### config.mk
export PLATFORM = sky130hd
export DESIGN_NAME = dot_accum
export DESIGN_NICKNAME = d
export VERILOG_FILES = /design/src/rtl/dot_pkg.sv /design/src/rtl/dot_accum_sat_add.sv /design/src/rtl/dot_accum.sv
export SDC_FILE = /design/constraint.sdc
export NUM_CORES = 1
export LEC_CHECK = 0
export ABC_AREA = 0
export BUFFER_PORTS_ARGS = -buffer_cell sky130_fd_sc_hd__buf_2
export CAP_MARGIN = 20
export CORE_ASPECT_RATIO = 0.75
export CORE_MARGIN = 2
export CORE_UTILIZATION = 30
export CTS_CLUSTER_DIAMETER = 60
export CTS_CLUSTER_SIZE = 8
export DETAILED_ROUTE_END_ITERATION = 8
export GPL_ROUTABILITY_DRIVEN = 0
export MAX_ROUTING_LAYER = met4
export PLACE_DENSITY = 0.52
export SYNTH_ARGS = -nofsm -noshare
export SYNTH_HDL_FRONTEND = slang
export SYNTH_SLANG_ARGS = --single-unit
### constraint.sdc
create_clock -name clk -period 5.7 [get_ports clk]
set_clock_uncertainty 0.2 [all_clocks]
set_input_delay 0.855 -clock clk [delete_from_list [all_inputs] [get_ports clk]]
set_output_delay 0.855 -clock clk [all_outputs]
set_load 0.1 [all_outputs]
### src/rtl/dot_pkg.sv
`default_nettype none
// ============================================================================
// Module   : dot_pkg
// Purpose  : Shared state encoding and default sizing for the dot-product
//            accumulator, so the MAC stage and dot_accum agree on widths.
// Revision : 1.0 - initial release
// ============================================================================
package dot_pkg;

  // Accumulator group state: IDLE means no beats of a group seen yet.
  typedef enum logic [0:0] {
    ST_IDLE  = 1'b0,
    ST_ACCUM = 1'b1
  } state_t;

  localparam int c_dot_data_w = 32;
  localparam int c_dot_acc_w  = 40;
  localparam int c_dot_terms  = 4;

endpackage
`default_nettype wire

### src/rtl/dot_accum_sat_add.sv
`default_nettype none
// ============================================================================
// Module   : sat_add
// Purpose  : W-bit signed adder. With DOTACC_SAT_EN defined the sum clips to
//            the signed W-bit range and clip flags a clipped result; otherwise
//            it wraps modulo 2^W and clip is always 0.
// Revision : 1.0 - initial release
// ============================================================================
module sat_add #(
  parameter int W = 40
) (
  input  logic [W-1:0] a,
  input  logic [W-1:0] b,
  output logic [W-1:0] sum,
  output logic         clip
);

`ifdef DOTACC_SAT_EN
  logic [W:0] w_full;

  assign w_full = {a[W-1], a} + {b[W-1], b};

  // Overflow shows as disagreement between the guard bit and the sign bit;
  // the guard bit gives the true sign and therefore the rail to clip to.
  always_comb begin
    sum  = w_full[W-1:0];
    clip = 1'b0;
    if (w_full[W] != w_full[W-1]) begin
      clip = 1'b1;
      sum  = w_full[W] ? {1'b1, {(W-1){1'b0}}} : {1'b0, {(W-1){1'b1}}};
    end
  end
`else
  assign sum  = a + b;
  assign clip = 1'b0;
`endif

endmodule
`default_nettype wire

### src/rtl/dot_accum.sv
`default_nettype none
// ============================================================================
// Module   : dot_accum
// Purpose  : Sums TERMS consecutive signed partial dot products into one
//            result presented on a valid/ready output. Non-final beats keep
//            flowing while a result is stalled; only the final beat waits.
// Config   : DOTACC_SAT_EN - saturating adds with sticky clip flag on out_sat;
//            undefined gives wrap-around arithmetic and out_sat = 0.
// Revision : 1.0 - initial release
// ============================================================================
module dot_accum
  import dot_pkg::*;
#(
  parameter int DATA_W = c_dot_data_w,
  parameter int ACC_W  = c_dot_acc_w,
  parameter int TERMS  = c_dot_terms
) (
  input  logic              clk,
  input  logic              rst,
  input  logic              in_valid,
  input  logic [DATA_W-1:0] in_data,
  output logic              in_ready,
  output logic              out_valid,
  output logic [ACC_W-1:0]  out_data,
  input  logic              out_ready,
  output logic              out_sat
);

  localparam int                CNT_W  = $clog2(TERMS);
  localparam logic [CNT_W-1:0]  c_last = CNT_W'(TERMS - 1);

  state_t             r_state;
  logic [CNT_W-1:0]   r_cnt;
  logic [ACC_W-1:0]   r_acc;
  logic               r_grp_sat;
  logic               r_out_valid;
  logic [ACC_W-1:0]   r_out_data;
  logic               r_out_sat;

  logic [ACC_W-1:0]   w_ext;
  logic [ACC_W-1:0]   w_base;
  logic [ACC_W-1:0]   w_sum;
  logic               w_clip;
  logic               w_first;
  logic               w_last;
  logic               w_fire;

  assign w_ext   = ACC_W'($signed(in_data));
  assign w_first = (r_state == ST_IDLE);
  assign w_last  = (r_cnt == c_last);
  // The first beat of a group starts from zero, ignoring any stale accumulator.
  assign w_base  = w_first ? '0 : r_acc;

  assign in_ready = !w_last || !r_out_valid || out_ready;
  assign w_fire   = in_valid && in_ready;

  sat_add #(
    .W (ACC_W)
  ) u_sat_add (
    .a    (w_base),
    .b    (w_ext),
    .sum  (w_sum),
    .clip (w_clip)
  );

  // Group FSM, accumulator and registered result with valid/ready handshake.
  always_ff @(posedge clk) begin
    if (rst) begin
      r_state     <= ST_IDLE;
      r_cnt       <= '0;
      r_acc       <= '0;
      r_grp_sat   <= 1'b0;
      r_out_valid <= 1'b0;
      r_out_data  <= '0;
      r_out_sat   <= 1'b0;
    end else begin
      if (w_fire) begin
        if (w_last) begin
          r_state   <= ST_IDLE;
          r_cnt     <= '0;
          r_acc     <= '0;
          r_grp_sat <= 1'b0;
        end else begin
          r_state   <= ST_ACCUM;
          r_cnt     <= r_cnt + CNT_W'(1);
          r_acc     <= w_sum;
          r_grp_sat <= w_first ? w_clip : (r_grp_sat | w_clip);
        end
      end

      // A new result may replace one being taken in the same cycle.
      if (w_fire && w_last) begin
        r_out_valid <= 1'b1;
        r_out_data  <= w_sum;
        r_out_sat   <= r_grp_sat | w_clip;
      end else if (r_out_valid && out_ready) begin
        r_out_valid <= 1'b0;
      end
    end
  end

  assign out_valid = r_out_valid;
  assign out_data  = r_out_data;
  assign out_sat   = r_out_sat;

endmodule
`default_nettype wire

# Word-level counts from Yosys, hierarchy flattened
# Cells that the tools add are included.
[totals] reg_bits=86 in_bits=36 out_inout_bits=43 wordCells=28
[classes] n_addsub=2 n_eq_ne=2 mux=8 n_reduce_logical=9
[op_table] operator="$mux W40" count=2
[op_table] operator="$add A40 B40 Y40" count=1
[op_table] operator="$mux W1" count=5
[op_table] operator="$logic_and A1 B1 Y1" count=3
[op_table] operator="$add A2 B1 Y2 const B" count=1
[op_table] operator="$eq A2 B2 Y1 const B" count=1
[op_table] operator="$logic_not A1 Y1" count=2
[op_table] operator="$logic_or A1 B1 Y1" count=2
[op_table] operator="$mux W2" count=1
[op_table] operator="$ne A2 B1 Y1 const B" count=1
[op_table] operator="$reduce_and A2 Y1" count=1
[op_table] operator="$reduce_bool A2 Y1" count=1

# Depth between registers and ports, before layout
[logic_depth] depth_word=7 mapped_depth=12 depth_no_buf=11

# Cells and area by module
# Synthesis repeated with hierarchy kept, for this count alone.
[unflattened] hier_cells=762 hier_area_um2=5923.2
[by_module_without_submodules] module="dot_accum" instances=1 cells_each=442 area_per_inst_um2=3555.9 seq_area_each_um2=1721.7
[by_module_without_submodules] module="sat_add" instances=1 cells_each=320 area_per_inst_um2=2367.3 seq_area_each_um2=0.0

# Least setup slack after synthesis
# No wires, ideal clock.
[synth_path] path_type="input to register" startpoint="input in_data[0]" endpoint="register r_out_data[36], in the netlist out_data[36]" setup_time_ns=0.119 arrival_ns=3.174 required_ns=5.381 slack_ns=2.208 stages=10 n_path_buf=0 cell_sequence="ha_1 > fa_1 > a211oi_1 > nor4_1 > nor2_1 > a211oi_4 > o2111ai_4 > a2111oi_4 > or3_1 > a32o_1"
[synth_between] elab_chain_len=1
[synth_lines] item="from (decl)" line="dot_accum.sv:21" rtl="input logic [DATA_W-1:0] in_data,"
[synth_lines] item="$add A40 B40 Y40" line="dot_accum_sat_add.sv:34" rtl="assign sum = a + b;"
[synth_lines] item="to (signal assigned)" line="dot_accum.sv:94" rtl="r_out_data <= w_sum;"
[synth_lines] item="to (decl)" line="dot_accum.sv:37" rtl="logic [ACC_W-1:0] r_out_data;"
# No other way between the ends.
# A chain may end at the register's enable or synchronous reset.

# Worst setup path after layout
[layout_path] startpoint="register r_state" endpoint="register r_out_data[36], in the netlist out_data[36]"
[layout_between] elab_chain_len=2
[layout_lines] item="from (decl)" line="dot_accum.sv:32" rtl="state_t r_state;"
[layout_lines] item="from (signal assigned)" line="dot_accum.sv:69" rtl="r_state <= ST_IDLE;"
[layout_lines] item="from (signal assigned)" line="dot_accum.sv:79" rtl="r_state <= ST_IDLE;"
[layout_lines] item="from (signal assigned)" line="dot_accum.sv:84" rtl="r_state <= ST_ACCUM;"
[layout_lines] item="$mux W40" line="dot_accum.sv:52" rtl="assign w_base = w_first ? '0 : r_acc;"
[layout_lines] item="$add A40 B40 Y40" line="dot_accum_sat_add.sv:34"
# No other way between the ends.

==> metrics.md <==
| Metric | Value |
|---|---|
| Run status | complete, no violations |
| DR DRC count | 0 |
| Share of the synthesized area in the top cell type | 0.316 |
| CP Max Fanout | 24 |
| Area grow syn2layout | 17.6% |
| FF/Latch Area | 1680 sq um |
| Global router's overall resource usage | 0.164 |
| Type of the worst setup path | flip-flop to flip-flop |
| Fin cells | 916 |
| FP Rows | 42 |
| Element type at the critical path start | flip-flop |
| Number of vias in the routed layout | between 4000 and 5000 |
| Clock root buffer | clkbuf_16 |
| Ys async rst share | 0 |
| Deepest clock path buffer count | 2 |
| Number of synthesized flops with an enable pin | 0 |
| Syn. warnings | 0 |
| Fraction of the mapped netlist area in simple logic gates | 0.174 |
| Seq/Total Area, Yosys | 0.316 |
| Power density over the cells | between 200 and 300 nW/um^2 |
| # nets final | between 700 and 800 |
| Fraction of the cycle the final worst path needs | 0.666 |
| Hold crit path type | flip-flop to flip-flop |
| Post-synthesis cell type count | about 60 |
| Netlist area before placement | 5320 sq um |
| Clock slew seen by the registers of the worst setup and hold paths | approximately 0.070 ns |
| Adder and majority cell fraction of the synthesized area | 0.0978 |
| Main synth FF type | dfxtp_1 |
| Final hold violations | 0 |
| Synthesized-area fraction occupied by ao, oa, aoi and oai cells | 0.318 |
| Core utilization of the finished layout | 0.358 |
| R2R depth | 11 |
| H-tree levels | 3 |
| Detailed-routing iteration count for the pre-antenna-repair pass | 5 |
| Area of the die | about 19000 sq um |
| Number of instances in the synthesized netlist | between 600 and 700 |
| Flip-flop and latch count after synthesis | 84 |
| Count of buffers from port buffering | 77 |
| Number of antenna diodes | 0 |
| Max frequency | about 260 MHz |
| Multiplexer area fraction after synthesis | 0.00564 |
| Worst endpoint required time | between 5 and 6 ns |
| # resized after CTS | 0 |
| Worst path arrival time | slightly below 4 ns |
| Via count of the first global-routing pass | ~4600 |
| Depth of the worst hold-timing path | 2 |
| Combinational family with the most area after synthesis | compound AO/OA/AOI/OAI gates |
| Biggest area contributors in the synthesized netlist | dfxtp_1 32%, ha_1 9.4%, a22o_1 7.7% |
| Total of endpoints with negative setup slack in the final report | 0 |
| Number of max-cap violations | 0 |
| Post-detailed-routing wire length | between 10 and 15 mm |
| Sum of negative setup slack | 0 ns |
| CTS Buf Count | 9 |
| Routed via count divided by cell count | about 5.2 |
| Synth Area in XOR/XNOR | 0.0527 |
| Insertion delay of the later-clocked pin in the worst-skew pair | approximately 0.35 ns |
| Fin. max-slew vios | 0 |
| First-pass GRT wire length | ~24 mm |
| Multi-input gate area in the final layout | ~3500 sq um |
| Worst-case setup slack after placement | ~1.8 ns |
| Maximum number of pins on one net before global-route repair | 44 |
| Syn Nets | between 600 and 700 |
| I/O pins | 79 |
| Final Total Pwr | approximately 0.0016 W |
| Starting DRC count in detailed routing | roughly 390 |
| Worst relative slew slack | 0.302 |
| Horizontal extent of the die | about 160 um |
| Clock sinks | 84 |
| Buffers inserted during post-CTS setup optimization | 0 |
| Min cycle time layout | approximately 3.8 ns |
| DR WL/cell | 15.8 um |
| TritonCTS clock tree | done |
| Most area-hungry cell type in the Yosys netlist | dfxtp_1 |
| Worst Slack Setup Final | 1.90 ns |
| Floorplan core area | 17500 sq um |
| Starting utilization of the core area | 0.304 |
| Proportion of layout cells with a drive suffix above 1 | 0.171 |
| Antenna violations before repair | 0 |
| Die outline height | between 100 and 150 um |
| Cells after DPL | 900 |
| Post-detailed-placement half-perimeter wirelength | 10.7 mm |
| Post-CTS Hold Fix Bufs | 0 |
| Average footprint of a synthesized cell | ~8.8 sq um |
| IR drop worst, VDD | between 90 and 100 uV |
| Slew at the pin with the worst max-slew slack | ~1.0 ns |
| CP endpoint kind | flip-flop |
| Filler instances | between 1500 and 2000 |
| DRT antenna net count | 0 |
| Leakage power total | roughly 2.8 nW |
| RSZ-0062 raised after global routing | no |
| Final global-route overflow total | 0 |
[worst paths after layout]
check / slack [ns] / start / end
setup / recovery: 1.90 / r_state$_SDFFE_PP0P_ / out_data[36]$_SDFFE_PP0P_
hold / removal: 0.25 / r_acc[1]$_SDFFE_PP0P_ / r_acc[1]$_SDFFE_PP0P_
setup reg to reg: 1.90 / r_state$_SDFFE_PP0P_ / out_data[36]$_SDFFE_PP0P_
hold reg to reg: 0.25 / r_acc[1]$_SDFFE_PP0P_ / r_acc[1]$_SDFFE_PP0P_
[critical path, cell delays in order (launching register included)]
cell	delay (ns)
dfxtp_1	0.54
and2_1	0.26
ha_1	0.21
fa_1	0.44
a211oi_1	0.32
nor4_1	0.11
nor2_1	0.32
a211oi_4	0.14
o2111ai_4	0.36
a2111oi_4	0.14
or3_1	0.37
a32o_1	0.28
[cells in the mapped netlist (4+ instances only)]
library cell	instances
a21o_1	26
o21ai_0	27
a21oi_1	43
nand2_1	38
inv_1	10
nand3b_1	4
ha_1	40
clkbuf_1	22
nand4_1	10
nor3_1	5
nor2_1	42
o21a_1	5
a211oi_1	7
xnor2_1	22
dfxtp_1	84
or3_1	10
nand2b_1	5
a32o_1	10
a22o_1	47
and2_1	43
nand3_1	11
xor2_1	10
o211ai_1	5
o21bai_1	10
a22oi_1	15
[metrics by stage]
| step | hold slack, ns | area, sq um |
|---|---|---|
| final | 0.253 | 6260 |
| after floorplan | 0.227 | 5320 |
| after CTS | 0.253 | 6260 |
| after detailed placement | 0.245 | 5920 |
| after global placement | 0.241 | 5920 |
| after global routing | 0.278 | 6260 |
[cell families after synthesis]
| kind of cell | after synthesis |
|---|---|
| fa+ha+maj | 41 |
| simple gates | 181 |
| other cells | 1 |
| buf+inv | 40 |
| flops | 84 |
| xor+xnor | 32 |
| mux | 3 |
| compound gates | 223 |
[sequential cells by signal, summed over array words and instances, names as in the netlist]
name	flops
out_data	40
r_acc	40
r_cnt	2
out_valid	1
r_state	1
[layout make-up]
type,instances,share of cell area
Clock buffer,11,0.0372
Clock inverter,5,0.0160
Inverter,10,0.00600
Multi-Input combinational cell,481,0.555
Sequential cell,84,0.269
Tap cell,242,0.0484
Timing Repair Buffer,83,0.0688
[cells in the final DEF (no fill, tap or decap), drive strengths merged, types with 4 or more instances in the layout]
cell type	Yosys	final
o21a	5	5
o31ai	4	4
dfxtp	84	84
a32o	10	10
nor3	5	5
nand2	38	38
nor2	42	42
o21bai	10	10
clkbuf	23	11
buf	7	83
and2	43	43
inv	10	10
or3	10	10
nand3	11	11
a211oi	10	10
ha	40	40
nand2b	5	5
nand3b	4	4
a21oi	43	43
o21ai	29	29
xor2	10	10
xnor2	22	22
a22o	47	47
a21o	26	26
a22oi	15	15
nand4	11	11
o211ai	7	7
[layer usage]
layer  up-vias  wire length (um)  GRT usage
met2       117              6170      0.229
met4         0               233     0.0619
met5         -                 0          -
li1       2388                 -          -
met3        21               613     0.0368
met1      2232              7490      0.230
[where the power goes]
part | internal (W) | switching [W]
sequential | 0.000617 | 0.0000165
combinational | 0.000113 | 0.000196
clock | 0.000427 | 0.000245
total | 0.00116 | 0.000458
Note: power is estimated with default switching activity, not from simulation.
